$ cat src/rtl/gtp_rx_link_monitor.sv
// gtp_rx_link_monitor
// Comma-based byte alignment and link-health monitor for a 2-byte GTP RX
// interface. Hunts for a K28.5 comma (8'hBC with K set), verifies it at a
// fixed lane, then declares lock. It drops lock on accumulated errors and
// realigns the output stream to the selected comma lane.
//
// Ports
//   clk            rx user clock, rising edge
//   rst_n          asynchronous active-low reset
//   rx_en          transceiver RX reset done; when low, words are ignored
//   rx_data        decoded 16-bit word, byte0 = [7:0]
//   rx_charisk     per-byte K flag
//   rx_disperr     per-byte disparity error
//   rx_notintable  per-byte code violation
//   data_out       byte-aligned data, 2-cycle latency
//   charisk_out    byte-aligned K flags, 2-cycle latency
//   data_valid     data_out qualifier (words accepted while locked)
//   link_up        FSM is in LOCKED
//   lane_offset    selected comma lane
//   err_total      saturating count of error words
module gtp_rx_link_monitor #(
   parameter int unsigned LOCK_COUNT = 4,
   parameter int unsigned ERR_LIMIT  = 4,
   parameter int unsigned GOOD_RUN   = 16
) (
   input  logic        clk,
   input  logic        rst_n,
   input  logic        rx_en,
   input  logic [15:0] rx_data,
   input  logic [1:0]  rx_charisk,
   input  logic [1:0]  rx_disperr,
   input  logic [1:0]  rx_notintable,
   output logic [15:0] data_out,
   output logic [1:0]  charisk_out,
   output logic        data_valid,
   output logic        link_up,
   output logic        lane_offset,
   output logic [15:0] err_total
);

   typedef enum logic [1:0] {HUNT, VERIFY, LOCKED} state_t;

   localparam logic [3:0] LOCK_N = 4'(LOCK_COUNT);
   localparam logic [3:0] ERR_N  = 4'(ERR_LIMIT);
   localparam logic [7:0] RUN_N  = 8'(GOOD_RUN);

   state_t      state;
   logic [3:0]  good_cnt;
   logic [3:0]  err_acc;
   logic [7:0]  run_cnt;

   logic [1:0]  comma_lane;
   logic        code_err;
   logic        own_comma;
   logic        other_comma;
   logic        err_word;

   logic [15:0] s1_data;
   logic [1:0]  s1_k;
   logic        s1_valid;
   logic [7:0]  prev_hi;
   logic        prev_k_hi;

   always_comb begin
      comma_lane[0] = rx_charisk[0] && (rx_data[7:0]  == 8'hBC);
      comma_lane[1] = rx_charisk[1] && (rx_data[15:8] == 8'hBC);
      code_err      = rx_en && ((rx_disperr | rx_notintable) != 2'b00);
      own_comma     = lane_offset ? comma_lane[1] : comma_lane[0];
      other_comma   = lane_offset ? comma_lane[0] : comma_lane[1];
      // A comma outside the selected lane means alignment is wrong once committed.
      err_word      = code_err || (rx_en && (state != HUNT) && other_comma);
   end

   // Link FSM; link_up is registered alongside the state it reflects.
   always_ff @(posedge clk or negedge rst_n) begin
      if (!rst_n) begin
         state       <= HUNT;
         good_cnt    <= '0;
         err_acc     <= '0;
         run_cnt     <= '0;
         lane_offset <= 1'b0;
         link_up     <= 1'b0;
      end else if (!rx_en) begin
         state    <= HUNT;
         good_cnt <= '0;
         err_acc  <= '0;
         run_cnt  <= '0;
         link_up  <= 1'b0;
      end else begin
         case (state)
            HUNT: begin
               if (comma_lane != 2'b00) begin
                  lane_offset <= !comma_lane[0];   // lane 0 wins a tie
                  good_cnt    <= 4'd1;
                  if (LOCK_N == 4'd1) begin
                     state   <= LOCKED;
                     link_up <= 1'b1;
                  end else begin
                     state <= VERIFY;
                  end
               end
            end
            VERIFY: begin
               if (err_word) begin
                  state    <= HUNT;
                  good_cnt <= '0;
               end else if (own_comma) begin
                  good_cnt <= good_cnt + 4'd1;
                  if (good_cnt + 4'd1 == LOCK_N) begin
                     state   <= LOCKED;
                     link_up <= 1'b1;
                  end
               end
            end
            LOCKED: begin
               if (err_word) begin
                  run_cnt <= '0;
                  if (err_acc + 4'd1 == ERR_N) begin
                     state    <= HUNT;
                     link_up  <= 1'b0;
                     err_acc  <= '0;
                     good_cnt <= '0;
                  end else begin
                     err_acc <= err_acc + 4'd1;
                  end
               end else if (run_cnt + 8'd1 == RUN_N) begin
                  run_cnt <= '0;
                  err_acc <= '0;
               end else begin
                  run_cnt <= run_cnt + 8'd1;
               end
            end
            default: state <= HUNT;
         endcase
      end
   end

   always_ff @(posedge clk or negedge rst_n) begin
      if (!rst_n) begin
         err_total <= '0;
      end else if (err_word && (err_total != '1)) begin
         err_total <= err_total + 16'd1;
      end
   end

   // Two-stage alignment pipe: stage 1 captures the word, stage 2 muxes it
   // with the upper byte of the word before it. Offset 0 passes through the
   // same two registers so both offsets share the same latency.
   always_ff @(posedge clk or negedge rst_n) begin
      if (!rst_n) begin
         s1_data     <= '0;
         s1_k        <= '0;
         s1_valid    <= 1'b0;
         prev_hi     <= '0;
         prev_k_hi   <= 1'b0;
         data_out    <= '0;
         charisk_out <= '0;
         data_valid  <= 1'b0;
      end else begin
         s1_data   <= rx_data;
         s1_k      <= rx_charisk;
         s1_valid  <= rx_en && (state == LOCKED);
         prev_hi   <= s1_data[15:8];
         prev_k_hi <= s1_k[1];
         if (lane_offset) begin
            data_out    <= {s1_data[7:0], prev_hi};
            charisk_out <= {s1_k[0], prev_k_hi};
         end else begin
            data_out    <= s1_data;
            charisk_out <= s1_k;
         end
         data_valid <= s1_valid;
      end
   end

endmodule

$ cat config.mk
export PLATFORM = sky130hd
export DESIGN_NAME = gtp_rx_link_monitor
export DESIGN_NICKNAME = d
export VERILOG_FILES = /design/src/rtl/gtp_rx_link_monitor.sv
export SDC_FILE = /design/constraint.sdc
export NUM_CORES = 1
export LEC_CHECK = 0
export ABC_AREA = 1
export BUFFER_PORTS_ARGS = -buffer_cell sky130_fd_sc_hd__clkbuf_2
export CORE_MARGIN = 1.5
export CORE_UTILIZATION = 50
export DETAILED_ROUTE_END_ITERATION = 16
export GPL_ROUTABILITY_DRIVEN = 0
export PLACE_DENSITY_LB_ADDON = 0.3
export SETUP_SLACK_MARGIN = 0.15
export SLEW_MARGIN = 20
export SYNTH_ARGS = -nofsm -noshare
export SYNTH_HDL_FRONTEND = slang
export SYNTH_SLANG_ARGS = --single-unit
$ cat constraint.sdc
create_clock -name clk -period 1.9 [get_ports clk]
set_clock_uncertainty 0.2 [all_clocks]
set_input_delay 0.475 -clock clk [delete_from_list [all_inputs] [get_ports clk]]
set_output_delay 0.475 -clock clk [all_outputs]
set_load 0.05 [all_outputs]
==> impl_metrics.yaml <==
cells_and_area:
  post-route-util_pct: 75.0
  layout_common_cells: "nand2_1, dfrtp_1, buf_4"
  nets: 537
  area_growth_syn_to_layout_pct: 43.2
  layout.cells.non_filler: 604
  stdcell_area_um2: 5150
  final_common_cell: "nand2_1"
  n_antenna_cell: 0
  drive_gt1_share_pct: 42.7
power_and_ir_drop:
  power.leakage_nw: 2.52
  finalPower_mw: 6.60
  power_density_nw_per_um2: 1280
  ir_drop_v: 0.000482
timing:
  period_share_pct: 101
  hold_viol: 0
  finalMaxSlewViolations: 0
  rsz0062_at_grt: "true"
  setup_viol: 2
  worst_slack_ns: -0.0146
  worst_slew_margin_rel_pct: 71.3
  min_period_ns: 1.91
  worst_slew_pin_slew_ns: 0.430
  fmax_mhz: 522
worst_setup_path:
  cp_cell_sequence: "ha_4 -> nand2_2 -> nor3b_4 -> nand2_2 -> nor2_4 -> nand2_4 -> nand2_4 -> buf_6 -> nor3_4 -> xor2_1"
  slowest_delay_ns: 0.40
  worstRegToRegCells: 10
  path_buf_inv: 1
  critPathKind: "reg -> reg"
  worstReg2RegStart: "err_total[0]$_DFFE_PN0P_"
  crit_required_ns: 1.94
  cp-start-kind: "register"
  cp_max_fo: 5
  cp_top_family: "simple AND/OR/NAND/NOR gates"
  crit_arrival_ns: 1.95
  ff2ff_setup_slack_ns: -0.01
  r2r_end: "err_total[11]$_DFFE_PN0P_"
  crit_slowest_cell: "dfrtp_2"
  crit_path_end_kind: "register"
drt:
  detail-route-antenna-nets: 0
  drtPass1Iterations: 4
  wl_um: 8510
  wl_per_cell_um: 14.1
  via_per_inst: 4.96
  drc_errors: 0
  drt_iter0_drc: 102
  detailroute.via_count: 2996
yosys:
  yosysSeqAreaShare_pct: 57.8
  yosys.area.top_type_share_pct: 57.8
  yosysUniqueCellTypes: 30
  ys_warn_count: 0
  ys_seq_elements: 83
  syn-mean-instance-area_um2: 9.69
  synth_area_leaders: "dfrtp_1, nand2_1, nand3_1, xor2_1, o21ai_0"
  syn-num-nets: 405
  synth_top_cell_by_area: "dfrtp_1"
  netlist_area_um2: 3590
  synthCells: 371
die:
  start_util_pct: 52.3
  ios: 62
  die-area_um2: 7710
  fp-row-count: 30
  chipWidth_um: 87.8
  die_y_um: 87.8
  core-area_um2: 6870
worst_hold_path:
  min_path_cells: 1
  holdCritPathClass: "in -> reg"
  min_to: "s1_data[4]$_DFF_PN0_"
  worstHoldStart: "rx_data[4]"
run_status:
  violations: "negative setup slack"
  outcome: "finished, violations left"
clock_tree:
  clk_pin_slew_ns: 0.09
  clock-sinks: 83
  cts_tree: "built"
  cts-root-buf: "clkbuf_8"
  clock_latency_ns: 0.35
  clock_path_buffers: 2
  h-tree-depth: 3
  cts_buffers: 9
placement:
  numPortBuffers: 61
  pre_cts_slack_ns: -0.211
  dp_hpwl_um: 5030
  placed_cells: 556
  place_area_um2: 4280
global_route:
  grt_pass1_wl_um: 13300
  grt_max_degree: 84
  track_usage_pct: 22.5
  grt_pass1_vias: 2942
  overflow: 0
  antenna_found_initial: 0
job:
  maxCapViolCount: 0
## through the flow
stage                     setup TNS (ns)  hold WS (ns)
after floorplan                    -1.16       -0.0206
after global placement             -2.47         0.158
after detailed placement           -4.06         0.160
after CTS                              0        0.0240
after global routing              -0.883        0.0260
final                            -0.0236        0.0379
## what timing repair did
action / 4_1_cts / 5_1_grt
pin swaps: 19 / 27
hold buffers: 1 / 0
gates cloned: 1 / 0
gates resized for setup: 50 / 57
hold endpoints to repair: 83 / 0
setup buffers: 18 / 12
setup endpoints to repair: 45 / 47
## cell type report
cell class / count / area, µm²
Multi-Input combinational cell: 253 / 1640
Inverter: 29 / 109
Tap cell: 96 / 120
Clock inverter: 6 / 97.6
Timing Repair Buffer: 127 / 963
Sequential cell: 83 / 2090
Clock buffer: 10 / 128
Fill cell: 469 / 1720
## layer usage
metal	routed length, µm	vias up	global-route usage [%]
met5	0	-	0
met4	125	0	6.49
met3	307	13	5.00
met2	4470	70	39.5
met1	3610	1464	27.9
li1	-	1449	-
## power by group
group          total [mW]  internal, mW  leakage (nW)  switching [mW]
Clock                1.43         0.762         0.113           0.664
Sequential           2.29          2.09          1.02           0.198
Combinational        2.88          1.09          1.38            1.79
Total                6.60          3.94          2.52            2.66
## cells in the mapped netlist
master    number
nor2_4         3
mux2_4         2
buf_6          2
nor3_2         1
nand2_4        1
o21ai_0       27
o21a_1         1
nor3b_4        1
clkbuf_1       3
inv_1         28
nand2_1       98
ha_1           9
nand3_1       29
inv_2          1
nor2_1        32
buf_4          1
nand4_1        6
o22ai_1        2
nand2_2        6
nor3_1         1
nor4_1         2
nand3b_1       3
mux2_2         1
nand3_2        1
dfrtp_1       83
or2_2          1
a21oi_1        1
xnor2_1        8
xor2_1        16
buf_2          1
## flip-flops by register name (all words and copies together), names as in the netlist, 2 cells and up
| name | cells |
|---|---|
| data_out | 16 |
| err_total | 16 |
| s1_data | 16 |
| prev_hi | 8 |
| run_cnt | 8 |
| err_acc | 4 |
| good_cnt | 4 |
| charisk_out | 2 |
| s1_k | 2 |
| state | 2 |
## how the worst max path moves through the flow
stage / from / end / depth (start not counted)
detailed placement: rx_charisk[1] / state[0]$_DFFE_PN0P_ / 12
global placement: rx_charisk[1] / err_total[13]$_DFFE_PN0P_ / 9
CTS: err_total[1]$_DFFE_PN0P_ / err_total[8]$_DFFE_PN0P_ / 10
finish: err_total[0]$_DFFE_PN0P_ / err_total[11]$_DFFE_PN0P_ / 10
floorplan: err_total[0]$_DFFE_PN0P_ / err_total[13]$_DFFE_PN0P_ / 9
global route: err_acc[0]$_DFFE_PN0P_ / good_cnt[0]$_DFFE_PN0P_ / 8
## cells by family after synthesis
group	Yosys count	share of synthesized area (%)
muxes	3	1.15
AOI/OAI and AO/OA	31	4.46
adders and majority gates	9	3.13
DFF	83	57.8
buffers and inverters	36	4.32
and+or+nand+nor	185	23.3
xor gates and xnor gates	24	5.85
No activity file was read; power rests on OpenSTA's default activity.
